### config.mk
export PLATFORM = sky130hd
export DESIGN_NAME = conv_sequencer
export DESIGN_NICKNAME = d
export VERILOG_FILES = /design/src/rtl/conv_sequencer.sv
export SDC_FILE = /design/constraint.sdc
export NUM_CORES = 1
export LEC_CHECK = 0
export CAP_MARGIN = 20
export CORE_MARGIN = 2
export CORE_UTILIZATION = 35
export DETAILED_ROUTE_END_ITERATION = 12
export PLACE_DENSITY = 0.63
export RECOVER_POWER = 50
export REMOVE_ABC_BUFFERS = 1
export SLEW_MARGIN = 15
export SYNTH_ARGS = -nofsm -noshare
export SYNTH_HDL_FRONTEND = slang
export SYNTH_SLANG_ARGS = --single-unit
### constraint.sdc
create_clock -name clk -period 1.84 [get_ports clk]
set_input_delay 0.184 -clock clk [delete_from_list [all_inputs] [get_ports clk]]
set_output_delay 0.184 -clock clk [all_outputs]
set_load 0.02 [all_outputs]
### src/rtl/conv_sequencer.sv
// Frame sequencer for the streaming KERN_DIM x KERN_DIM convolver: loads weights,
// admits a raster-order image and flags cycles where the datapath window is complete.
module conv_sequencer #(
    parameter int KERN_DIM = 3,
    parameter int WIDTH    = 28,
    parameter int HEIGHT   = 28,
    parameter int CNT_BW   = 5,
    parameter int WADDR_BW = 4
) (
    input  logic                clk,
    input  logic                reset,
    input  logic                start,
    input  logic                reload_w,
    input  logic                w_valid,
    output logic                w_ready,
    output logic                weight_we,
    output logic [WADDR_BW-1:0] weight_addr,
    input  logic                pix_valid,
    output logic                pix_ready,
    output logic                shift_en,
    output logic [CNT_BW-1:0]   row,
    output logic [CNT_BW-1:0]   col,
    output logic                out_valid,
    output logic                busy,
    output logic                done
);

    localparam logic [WADDR_BW-1:0] LAST_W   = WADDR_BW'(KERN_DIM * KERN_DIM - 1);
    localparam logic [CNT_BW-1:0]   LAST_COL = CNT_BW'(WIDTH - 1);
    localparam logic [CNT_BW-1:0]   LAST_ROW = CNT_BW'(HEIGHT - 1);
    localparam logic [CNT_BW-1:0]   WIN_MIN  = CNT_BW'(KERN_DIM - 1);

    typedef enum logic [1:0] {
        IDLE   = 2'd0,
        LOAD_W = 2'd1,
        STREAM = 2'd2,
        DONE   = 2'd3
    } state_t;

    state_t              state_reg, state_next;
    logic [WADDR_BW-1:0] waddr_reg, waddr_next;
    logic [CNT_BW-1:0]   row_reg, row_next;
    logic [CNT_BW-1:0]   col_reg, col_next;
    logic                out_valid_reg, out_valid_next;
    logic                done_reg, done_next;

    logic last_weight;
    logic last_col;
    logic last_pixel;
    logic in_window;

    assign w_ready     = (state_reg == LOAD_W);
    assign pix_ready   = (state_reg == STREAM);
    assign weight_we   = w_valid & w_ready;
    assign shift_en    = pix_valid & pix_ready;
    assign busy        = (state_reg != IDLE);

    assign last_weight = weight_we && (waddr_reg == LAST_W);
    assign last_col    = (col_reg == LAST_COL);
    assign last_pixel  = shift_en && last_col && (row_reg == LAST_ROW);
    assign in_window   = (row_reg >= WIN_MIN) && (col_reg >= WIN_MIN);

    always_ff @(posedge clk or negedge reset) begin
        if (!reset) begin
            state_reg     <= IDLE;
            waddr_reg     <= '0;
            row_reg       <= '0;
            col_reg       <= '0;
            out_valid_reg <= 1'b0;
            done_reg      <= 1'b0;
        end else begin
            state_reg     <= state_next;
            waddr_reg     <= waddr_next;
            row_reg       <= row_next;
            col_reg       <= col_next;
            out_valid_reg <= out_valid_next;
            done_reg      <= done_next;
        end
    end

    always_comb begin
        state_next     = state_reg;
        waddr_next     = waddr_reg;
        row_next       = row_reg;
        col_next       = col_reg;
        out_valid_next = 1'b0;
        done_next      = 1'b0;

        case (state_reg)
            IDLE: begin
                waddr_next = '0;
                row_next   = '0;
                col_next   = '0;
                if (start) begin
                    state_next = reload_w ? LOAD_W : STREAM;
                end
            end
            LOAD_W: begin
                if (weight_we) begin
                    if (last_weight) begin
                        waddr_next = '0;
                        state_next = STREAM;
                    end else begin
                        waddr_next = waddr_reg + 1'b1;
                    end
                end
            end
            STREAM: begin
                if (shift_en) begin
                    // The datapath output register delays the window by one cycle.
                    out_valid_next = in_window;
                    if (last_col) begin
                        col_next = '0;
                        row_next = (row_reg == LAST_ROW) ? '0 : row_reg + 1'b1;
                    end else begin
                        col_next = col_reg + 1'b1;
                    end
                    if (last_pixel) begin
                        done_next  = 1'b1;
                        state_next = DONE;
                    end
                end
            end
            DONE: begin
                state_next = IDLE;
            end
            default: begin
                state_next = IDLE;
            end
        endcase
    end

    assign weight_addr = waddr_reg;
    assign row         = row_reg;
    assign col         = col_reg;
    assign out_valid   = out_valid_reg;
    assign done        = done_reg;

endmodule

# == After elaboration in Yosys (flattened, before gate mapping) ==
# Index checks and enable logic that the tools add are counted.
# Widths: inputs -> output; s select.
# totals
regBits,18
output_inout_bits,21
word_cells,59
# classes
n_addsub,3
order_cmp,2
eq_ne,12
mux,22
bitwise,2
n_reduce_logical,12
# op_table
cell,count
$mux 5,5
$pmux 5 s2,2
$mux 2,6
$add 5x1->5 const B,2
$eq 5x5->1 const B,2
$ge 5x2->1 const B,2
$ne 2x1->1 const B,5
$mux 4,2
$pmux 2 s4,1
$pmux 4 s2,1
$reduce_bool 2->1,3
$mux 1,5
$reduce_and 5->1,1
$add 4x1->4 const B,1
$eq 2x2->1 const B,2
$eq 4x4->1 const B,1
$logic_and 1x1->1,4
$reduce_and 2->1,2
$reduce_and 3->1,1
$and 1x1->1,2
$eq 2x1->1 const B,1
$logic_not 2->1,1
$ne 2x2->1 const B,1

# == Depth between registers and ports, before layout ==
# Gate-level depths: netlist (run 1).
# logic_depth
word_depth,7
ltp_mapped,7
ltp_nobuf,7

# == Least setup slack after synthesis (run 1) ==
# Ideal clock, no wire load.
# synth_path
path_type,register -> register
start,register state_reg[0]
end,"register col_reg[3], in the netlist col[3]"
arrival_ns,1.583
slack_ns,0.125
stages_incl_launch_ff,8
synth_period_minus_slack_ns,1.715
cell_sequence,dfrtp_1 inv_1 ha_1 buf_4 mux2_2 nand4_1 xor2_1 nor2_1
# synth_between
elab_chain_cells,4
# synth_lines
element,line_no,rtl
"start, declared",40,"state_t state_reg, state_next;"
"start signal, assigned",72,state_reg <= state_next;
$eq 2x2->1 (*),53,assign pix_ready = (state_reg == STREAM);
named net pix_ready,19,"output logic pix_ready,"
$and 1x1->1,55,assign shift_en = pix_valid & pix_ready;
$ne 2x1->1 (no line),-,
$reduce_and 2->1 (no line),-,
"end signal, assigned",75,col_reg <= col_next;
"end, declared",43,"logic [CNT_BW-1:0] col_reg, col_next;"
# The timed path passes the listed nets; every way through them passes the cells marked *.
# A chain may end at the register's enable or synchronous reset.

# == Final worst setup path (run 1) ==
# layout_path
start,register state_reg[0]
end,output port pix_ready
# layout_between
elab_chain_cells,1
# layout_lines
element,line_no
$eq 2x2->1,53
"end, declared",19
# Every way passes these cells.

==> summary.md, run 1 <==
| Metric | Value |
|---|---|
| Cell Int Power | `about 0.001 W` |
| Area leader, netlist | `dfrtp_1` |
| Fin. Hold Viols | `0` |
| Post-CTS Setup Bufs | `0` |
| Reg2Reg Depth | `7` |
| Area grow syn2layout | `31.8%` |
| Crit-path max FO | `11` |
| WS Path Type | `register to primary output` |
| Slowest cell on crit path | `dfrtp_1` |
| Slew headroom | `roughly a third` |
| DP Worst Slack | `0.131 ns` |
| Min-Delay Path Class | `input port to asynchronous set/reset pin` |
| Most frequent cells in the layout | `dfrtp_1 (18), clkdlybuf4s50_1 (13), nand2_1 (11)` |
| Routed Wire Length | `2270 um` |
| CTS root buf | `clkbuf_4` |
| Starting Density | `a little over a third` |
| Cells taking the most area after synthesis | `dfrtp_1 (42%), ha_1 (11%), mux2i_1 (5.6%), nand2_1 (3.9%), o21ai_0 (3.3%)` |
| H-Tree Depth | `1` |
| Router iterations before antenna repair | `4` |
| Lkg Pwr | `0.708 nW` |
| Slowest stage delay, CP | `0.40 ns` |
| Post-DP HPWL | `1730 um` |
| # DRC | `0` |
| Worst vdd ir | `about 0.76 mV` |
| MaxCap Viol Count | `0` |
| Placer Congestion | `a little under 0.8` |
| Pwr/cell area | `about 1300 mW/mm^2` |
| Startpoint types | `register` |
| Fin crit share | `92.7%` |
| CTS buffer count | `3` |
| Critical path, cell by cell | `inv_1 -> ha_1 -> buf_4 -> dlygate4sd2_1` |
| Synth warn | `0` |
| Via count | `885` |
| CTS tree | `done` |
| Io pins | `27` |
| Vias/cell | `a little over 5` |
| Final slew viol count | `0` |
| Sw Pwr | `0.000802 W` |
| NumNets Final | `155` |
| Vias in the first global route | `between 800 and 900` |
| Crit path DAT | `1.52 ns` |
| CTS Buffer Depth | `2` |
| CP endpoint kind | `primary output` |
| FILL cells | `279` |
| Core ar. | `0.00298 mm^2` |
| Clock Power Share | `10.3%` |
| Max Freq | `roughly 590 MHz` |
| Register area | `around 450 um^2` |
| Antenna Nets Post-Route | `0` |
| Final Worst Setup Slack | `between 0.1 and 0.15 ns` |
| IO buf count | `26` |
| Total grt overflow | `0` |
| Post-synth cell types | `32` |
| Status | `complete, no violations` |
| Final Setup Violations | `0` |
| Least-Margin Pin Slew | `0.998 ns` |
| Worst-path clk slew | `0.10 ns` |
| Chip width | `59.2 um` |
| Power share of the combinational group | `roughly three fifths` |
| Global-route wire length before repair | `a little under 4000 um` |
| Reg-to-reg startpoint | `state_reg[0]$_DFFE_PN0P_` |
| Switching Fraction | `between 40 and 50%` |
| Syn Inst Count | `106` |
| Sequential-to-total area share from yosys stat | `around 42%` |
| Mapped Area | `0.00107 mm^2` |
| Finished Core Util | `47.2%` |
| Worst-Skew Late Latency | `0.29 ns` |
| Placement Cell Area | `0.00139 mm^2` |
| Initial antenna violation count | `0` |
| Register share of total power | `31.2%` |
| Setup Skew | `0.00507 ns` |
| Sink Count | `18` |
| Fin crit period | `~1.7 ns` |
| Reg2reg end | `col[3]$_DFFE_PN0P_` |
| DR iter-0 viols | `24` |
| Commonest non-fill, non-tap cell in the layout | `dfrtp_1` |
| R2r setup slk | `0.15 ns` |
| DIE AREA | `0.00350 mm^2` |
| Total track usage | `14.7%` |
| Number of diodes | `0` |
| RSZ-0062 raised after global routing | `no` |
| Cell row count | `20` |
| Largest net degree at the start of global routing | `19` |
| Footprint of the multi-input gates | `just under 600 um^2` |
| Die height | `59.2 um` |
| Worst endpoint required time | `between 1.5 and 2 ns` |
| Routed WL per cell | `~13 um` |
| Area share of the largest cell type after synthesis | `42.3%` |
| Post-synth ARST share | `100%` |
| Layout cells sized above 1 | `9.42%` |
| Final Cell Area | `0.00141 mm^2` |
| EDFF count, synth | `0` |
| Synth Flop Type | `dfrtp_1` |
| Yosys reg bits | `18` |
| Synth Area per Inst | `roughly 10 um^2` |
-- layout make-up --
type	count	area share, %
Multi-Input combinational cell	78	41.1
Sequential cell	18	32.1
Timing Repair Buffer	30	19.9
Tap cell	33	2.94
Inverter	9	2.40
Clock buffer	3	1.60
-- per-stage QoR --
step,TNS (ns),total power (W),std cells,hold WS [ns]
after CTS,0,0.00186,171,0.214
after detailed placement,0,0.00170,168,0.538
after floorplan,-0.115,0.00128,105,-0.112
after global placement,0,0.00167,168,0.544
after global routing,0,0.00198,171,0.596
final,0,0.00182,171,0.560
-- what timing repair did --
| action | in CTS | in global routing |
|---|---|---|
| gates resized for setup | 6 | 0 |
| hold buffers | 0 | 0 |
| endpoints found under the setup margin | 5 | 0 |
-- kinds of logic after synthesis --
| family | after synthesis | share of synthesized area (%) |
|---|---|---|
| AOI/OAI and AO/OA | 21 | 13.0 |
| adders and majority gates | 9 | 10.6 |
| muxes | 8 | 8.10 |
| DFF | 18 | 42.3 |
| buffers and inverters | 10 | 3.87 |
| xor gates and xnor gates | 2 | 1.64 |
| and+or+nand+nor | 38 | 20.5 |
-- synth_stat cells (2+ instances only) --
library cell,instances
nor2_1,6
ha_1,9
o21ai_0,7
xor2_1,2
nand3_1,3
nand4b_1,3
nand2_1,11
mux2i_1,6
nand4_1,4
a21oi_1,5
dfrtp_1,18
nor3_1,4
inv_1,8
o21ai_1,2
-- power groups by stage --
| stage | combinational [W] | sequential [W] | clock (W) |
|---|---|---|---|
| global route | 0.00118 | 0.000584 | 0.000213 |
| CTS | 0.00109 | 0.000571 | 0.000198 |
| detailed placement | 0.00112 | 0.000578 | 0 |
| floorplan | 0.000644 | 0.000632 | 0 |
| finish | 0.00106 | 0.000568 | 0.000188 |
| global placement | 0.00110 | 0.000576 | 0 |
-- critical path, delay by kind of cell, from the launching register on --
kind	cells	cell delay (ns)
buffers and inverters	3	0.65
DFF	1	0.40
adders and majority gates	1	0.19
-- layer usage --
layer | part of all wire, % | wire length [um] | vias to the layer above | track usage [%]
met2 | 46 | 1050 | 27 | 23.5
li1 | - | - | 443 | -
met3 | 5.6 | 126 | 2 | 5.02
met5 | 0 | 0 | - | 0
met4 | 0.57 | 13 | 0 | 2.92
met1 | 48 | 1080 | 413 | 19.4
-- worst max path at each step --
stage	startpoint	end	slack, ns	depth (start not counted)
floorplan	state_reg[0]$_DFFE_PN0P_	row[1]$_DFFE_PN0P_	-0.06	5
global placement	state_reg[1]$_DFFE_PN0P_	weight_we	0.16	4
detailed placement	state_reg[1]$_DFFE_PN0P_	weight_we	0.13	4
CTS	state_reg[0]$_DFFE_PN0P_	pix_ready	0.12	4
global route	state_reg[0]$_DFFE_PN0P_	shift_en	0.01	5
finish	state_reg[0]$_DFFE_PN0P_	pix_ready	0.14	4
(Power assumes the default switching activity.)
==> run 2, diff against run 1 <==
--- a/config.mk
+++ b/config.mk
@@ -7,9 +7,9 @@
 export LEC_CHECK = 0
 export CAP_MARGIN = 20
 export CORE_MARGIN = 2
-export CORE_UTILIZATION = 35
+export CORE_UTILIZATION = 48
 export DETAILED_ROUTE_END_ITERATION = 12
-export PLACE_DENSITY = 0.63
+export PLACE_DENSITY = 0.81
 export RECOVER_POWER = 50
 export REMOVE_ABC_BUFFERS = 1
 export SLEW_MARGIN = 15
==> summary.md, run 2 (synthesis gave the netlist of run 1 again) <==
| Metric | Value |
|---|---|
| IO buf count | `26 (unchanged)` |
| Layout cells sized above 1 | `9.35% (was 9.42%)` |
| Routed WL per cell | `14.7 um (was 13.3 um)` |
| Reg2Reg Depth | `7 (unchanged)` |
| Vias in the first global route | `973 (was 873)` |
| Pwr/cell area | `1350 mW/mm^2 (was 1300 mW/mm^2)` |
| Lkg Pwr | `0.705 nW (was 0.708 nW)` |
| Antenna Nets Post-Route | `0 (unchanged)` |
| Crit path DAT | `1.56 ns (was 1.52 ns)` |
| Slew headroom | `34.7% (was 33.5%)` |
| Status | `complete, no violations (unchanged)` |
| Least-Margin Pin Slew | `0.979 ns (was 0.998 ns)` |
| Fin. Hold Viols | `0 (unchanged)` |
| CTS buffer count | `3 (unchanged)` |
| Total grt overflow | `0 (unchanged)` |
| Core ar. | `0.00215 mm^2 (was 0.00298 mm^2)` |
| Buf+Inv Stages, Crit Path | `3 (unchanged)` |
| Sink Count | `18 (unchanged)` |
| WS Path Type | `register to primary output (unchanged)` |
| CTS tree | `done (unchanged)` |
| Max Freq | `573 MHz (was 587 MHz)` |
| Area grow syn2layout | `32.2% (was 31.8%)` |
| Power share of the combinational group | `56.6% (was 58.5%)` |
| DP Worst Slack | `0.123 ns (was 0.131 ns)` |
| Dpl cells | `163 (was 168)` |
| Fin crit share | `94.8% (was 92.7%)` |
| Global-route wire length before repair | `4310 um (was 3900 um)` |
| Placer Congestion | `0.803 (was 0.785)` |
| Worst-Skew Late Latency | `0.30 ns (was 0.29 ns)` |
| # DRC | `0 (unchanged)` |
| CTS root buf | `clkbuf_4 (unchanged)` |
| Min-Delay Path Class | `input port to asynchronous set/reset pin (unchanged)` |
| Most frequent cells in the layout | `dfrtp_1 (18), clkdlybuf4s50_1 (15), nand2_1 (11), inv_1 (8), ha_1 (8) (was dfrtp_1 (18), clkdlybuf4s50_1 (13), nand2_1 (11))` |
| Clock Power Share | `13.2% (was 10.3%)` |
| Initial antenna violation count | `0 (unchanged)` |
| Startpoint types | `register (unchanged)` |
| H-Tree Depth | `1 (unchanged)` |
| Placement Cell Area | `0.00138 mm^2 (was 0.00139 mm^2)` |
| Final Setup Violations | `0 (unchanged)` |
| Post-DP HPWL | `1840 um (was 1730 um)` |
| Worst endpoint required time | `1.66 ns (about the same)` |
| Vias/cell | `5.56 (was 5.18)` |
| Finished Core Util | `65.6% (was 47.2%)` |
| Final Worst Setup Slack | `0.0957 ns (was 0.135 ns)` |
| RSZ-0062 raised after global routing | `no (unchanged)` |
| Slowest cell on crit path | `dfrtp_1 (unchanged)` |
| Chip width | `51.1 um (was 59.2 um)` |
| Commonest non-fill, non-tap cell in the layout | `dfrtp_1 (unchanged)` |
| Starting Density | `49.6% (was 35.8%)` |
| Router iterations before antenna repair | `4 (unchanged)` |
| Cell row count | `17 (was 20)` |
| Post-CTS Setup Bufs | `0 (unchanged)` |
| Io pins | `27 (unchanged)` |
| Largest net degree at the start of global routing | `19 (unchanged)` |
| Number of diodes | `0 (unchanged)` |
| Via count | `928 (was 885)` |
| MaxCap Viol Count | `0 (unchanged)` |
| DR iter-0 viols | `8 (was 24)` |
| CTS Buffer Depth | `2 (unchanged)` |
| Cell depth of the worst setup path | `4 (unchanged)` |
| NumNets Final | `155 (unchanged)` |
| Critical path, cell by cell | `inv_1 -> ha_1 -> buf_4 -> dlygate4sd2_1 (unchanged)` |
| Setup Skew | `0.00486 ns (was 0.00507 ns)` |
| Fin crit period | `1.74 ns (was 1.70 ns)` |
| Final slew viol count | `0 (unchanged)` |
| Worst-path clk slew | `0.11 ns (was 0.10 ns)` |
| DIE AREA | `0.00261 mm^2 (was 0.00350 mm^2)` |
| Slowest stage delay, CP | `0.40 ns (about the same)` |
| Cell Int Power | `0.00105 W (was 0.00102 W)` |
| Hold-fix buffers at CTS | `0 (unchanged)` |
| Non-filler cells in the finished layout | `167 (was 171)` |
| Total track usage | `22.3% (was 14.7%)` |
| Worst vdd ir | `0.802 mV (was 0.758 mV)` |
| Routed Wire Length | `2460 um (was 2270 um)` |
| Switching Fraction | `44.6% (was 44.1%)` |
| Crit path max-delay family | `buffers and inverters (unchanged)` |
| Die height | `51.1 um (was 59.2 um)` |
| Crit-path max FO | `11 (unchanged)` |
| Final Cell Area | `0.00141 mm^2 (about the same)` |
| Register share of total power | `30.2% (was 31.2%)` |
| CP endpoint kind | `primary output (unchanged)` |
| Sw Pwr | `0.000849 W (was 0.000802 W)` |
-- run 2: changes by cell type in the layout (fill, tap and decap cells not counted), sizes merged --
cell | before | now
clkbuf | 4 | 6
clkdlybuf4s50 | 13 | 15
dlygate4sd3 | 8 | 6
buf | 3 | 2
-- run 2: area by class of cell --
class,instances,area (um^2)
repair buffers,30,277
multi-input cells,78,577
inverters,9,33.8
flip-flops and latches,18,450
fillers,172,739
well taps,28,35.0
clock buffers,4,36.3
-- run 2: final timing paths --
kind | start | endpoint | slack, ns
max in group asynchronous | reset | out_valid$_DFF_PN0_ | 0.71
min in group clk | w_valid | weight_addr[0]$_DFFE_PN0P_ | 0.54
min | reset | weight_addr[2]$_DFFE_PN0P_ | 0.54
max | state_reg[0]$_DFFE_PN0P_ | pix_ready | 0.1
min reg2reg | weight_addr[0]$_DFFE_PN0P_ | weight_addr[0]$_DFFE_PN0P_ | 0.57
max reg2reg | state_reg[0]$_DFFE_PN0P_ | col[3]$_DFFE_PN0P_ | 0.11
-- run 2: power by group through the flow --
stage | registers (W) | clock network, W | logic [W]
detailed placement | 0.000580 | 0 | 0.00112
global route | 0.000590 | 0.000268 | 0.00119
floorplan | 0.000632 | 0 | 0.000644
global placement | 0.000575 | 0 | 0.00108
finish | 0.000574 | 0.000252 | 0.00108
CTS | 0.000573 | 0.000255 | 0.00110
-- run 2: repair_timing --
item | CTS | global route
resized for setup | 5 | 1
pin swaps | 0 | 0
setup endpoints to repair | 5 | 1
hold endpoints to repair | 0 | 0
-- run 2: layer usage --
layer | global-route usage [%] | vias to the layer above | part of all wire, %
li1 | - | 445 | -
met1 | 27.1 | 454 | 43
met2 | 38.7 | 24 | 50
met3 | 4.09 | 5 | 5.2
met4 | 9.01 | 0 | 1.5
met5 | 0 | - | 0
-- run 2: stage by stage --
stage / total power, W / hold slack (ns) / TNS, ns
4_1_cts: 0.00192 / 0.199 / 0
3_5_place_dp: 0.00170 / 0.531 / 0
5_1_grt: 0.00205 / 0.570 / 0
6_report: 0.00190 / 0.539 / 0
2_1_floorplan: 0.00128 / -0.112 / -0.115
3_3_place_gp: 0.00166 / 0.537 / 0
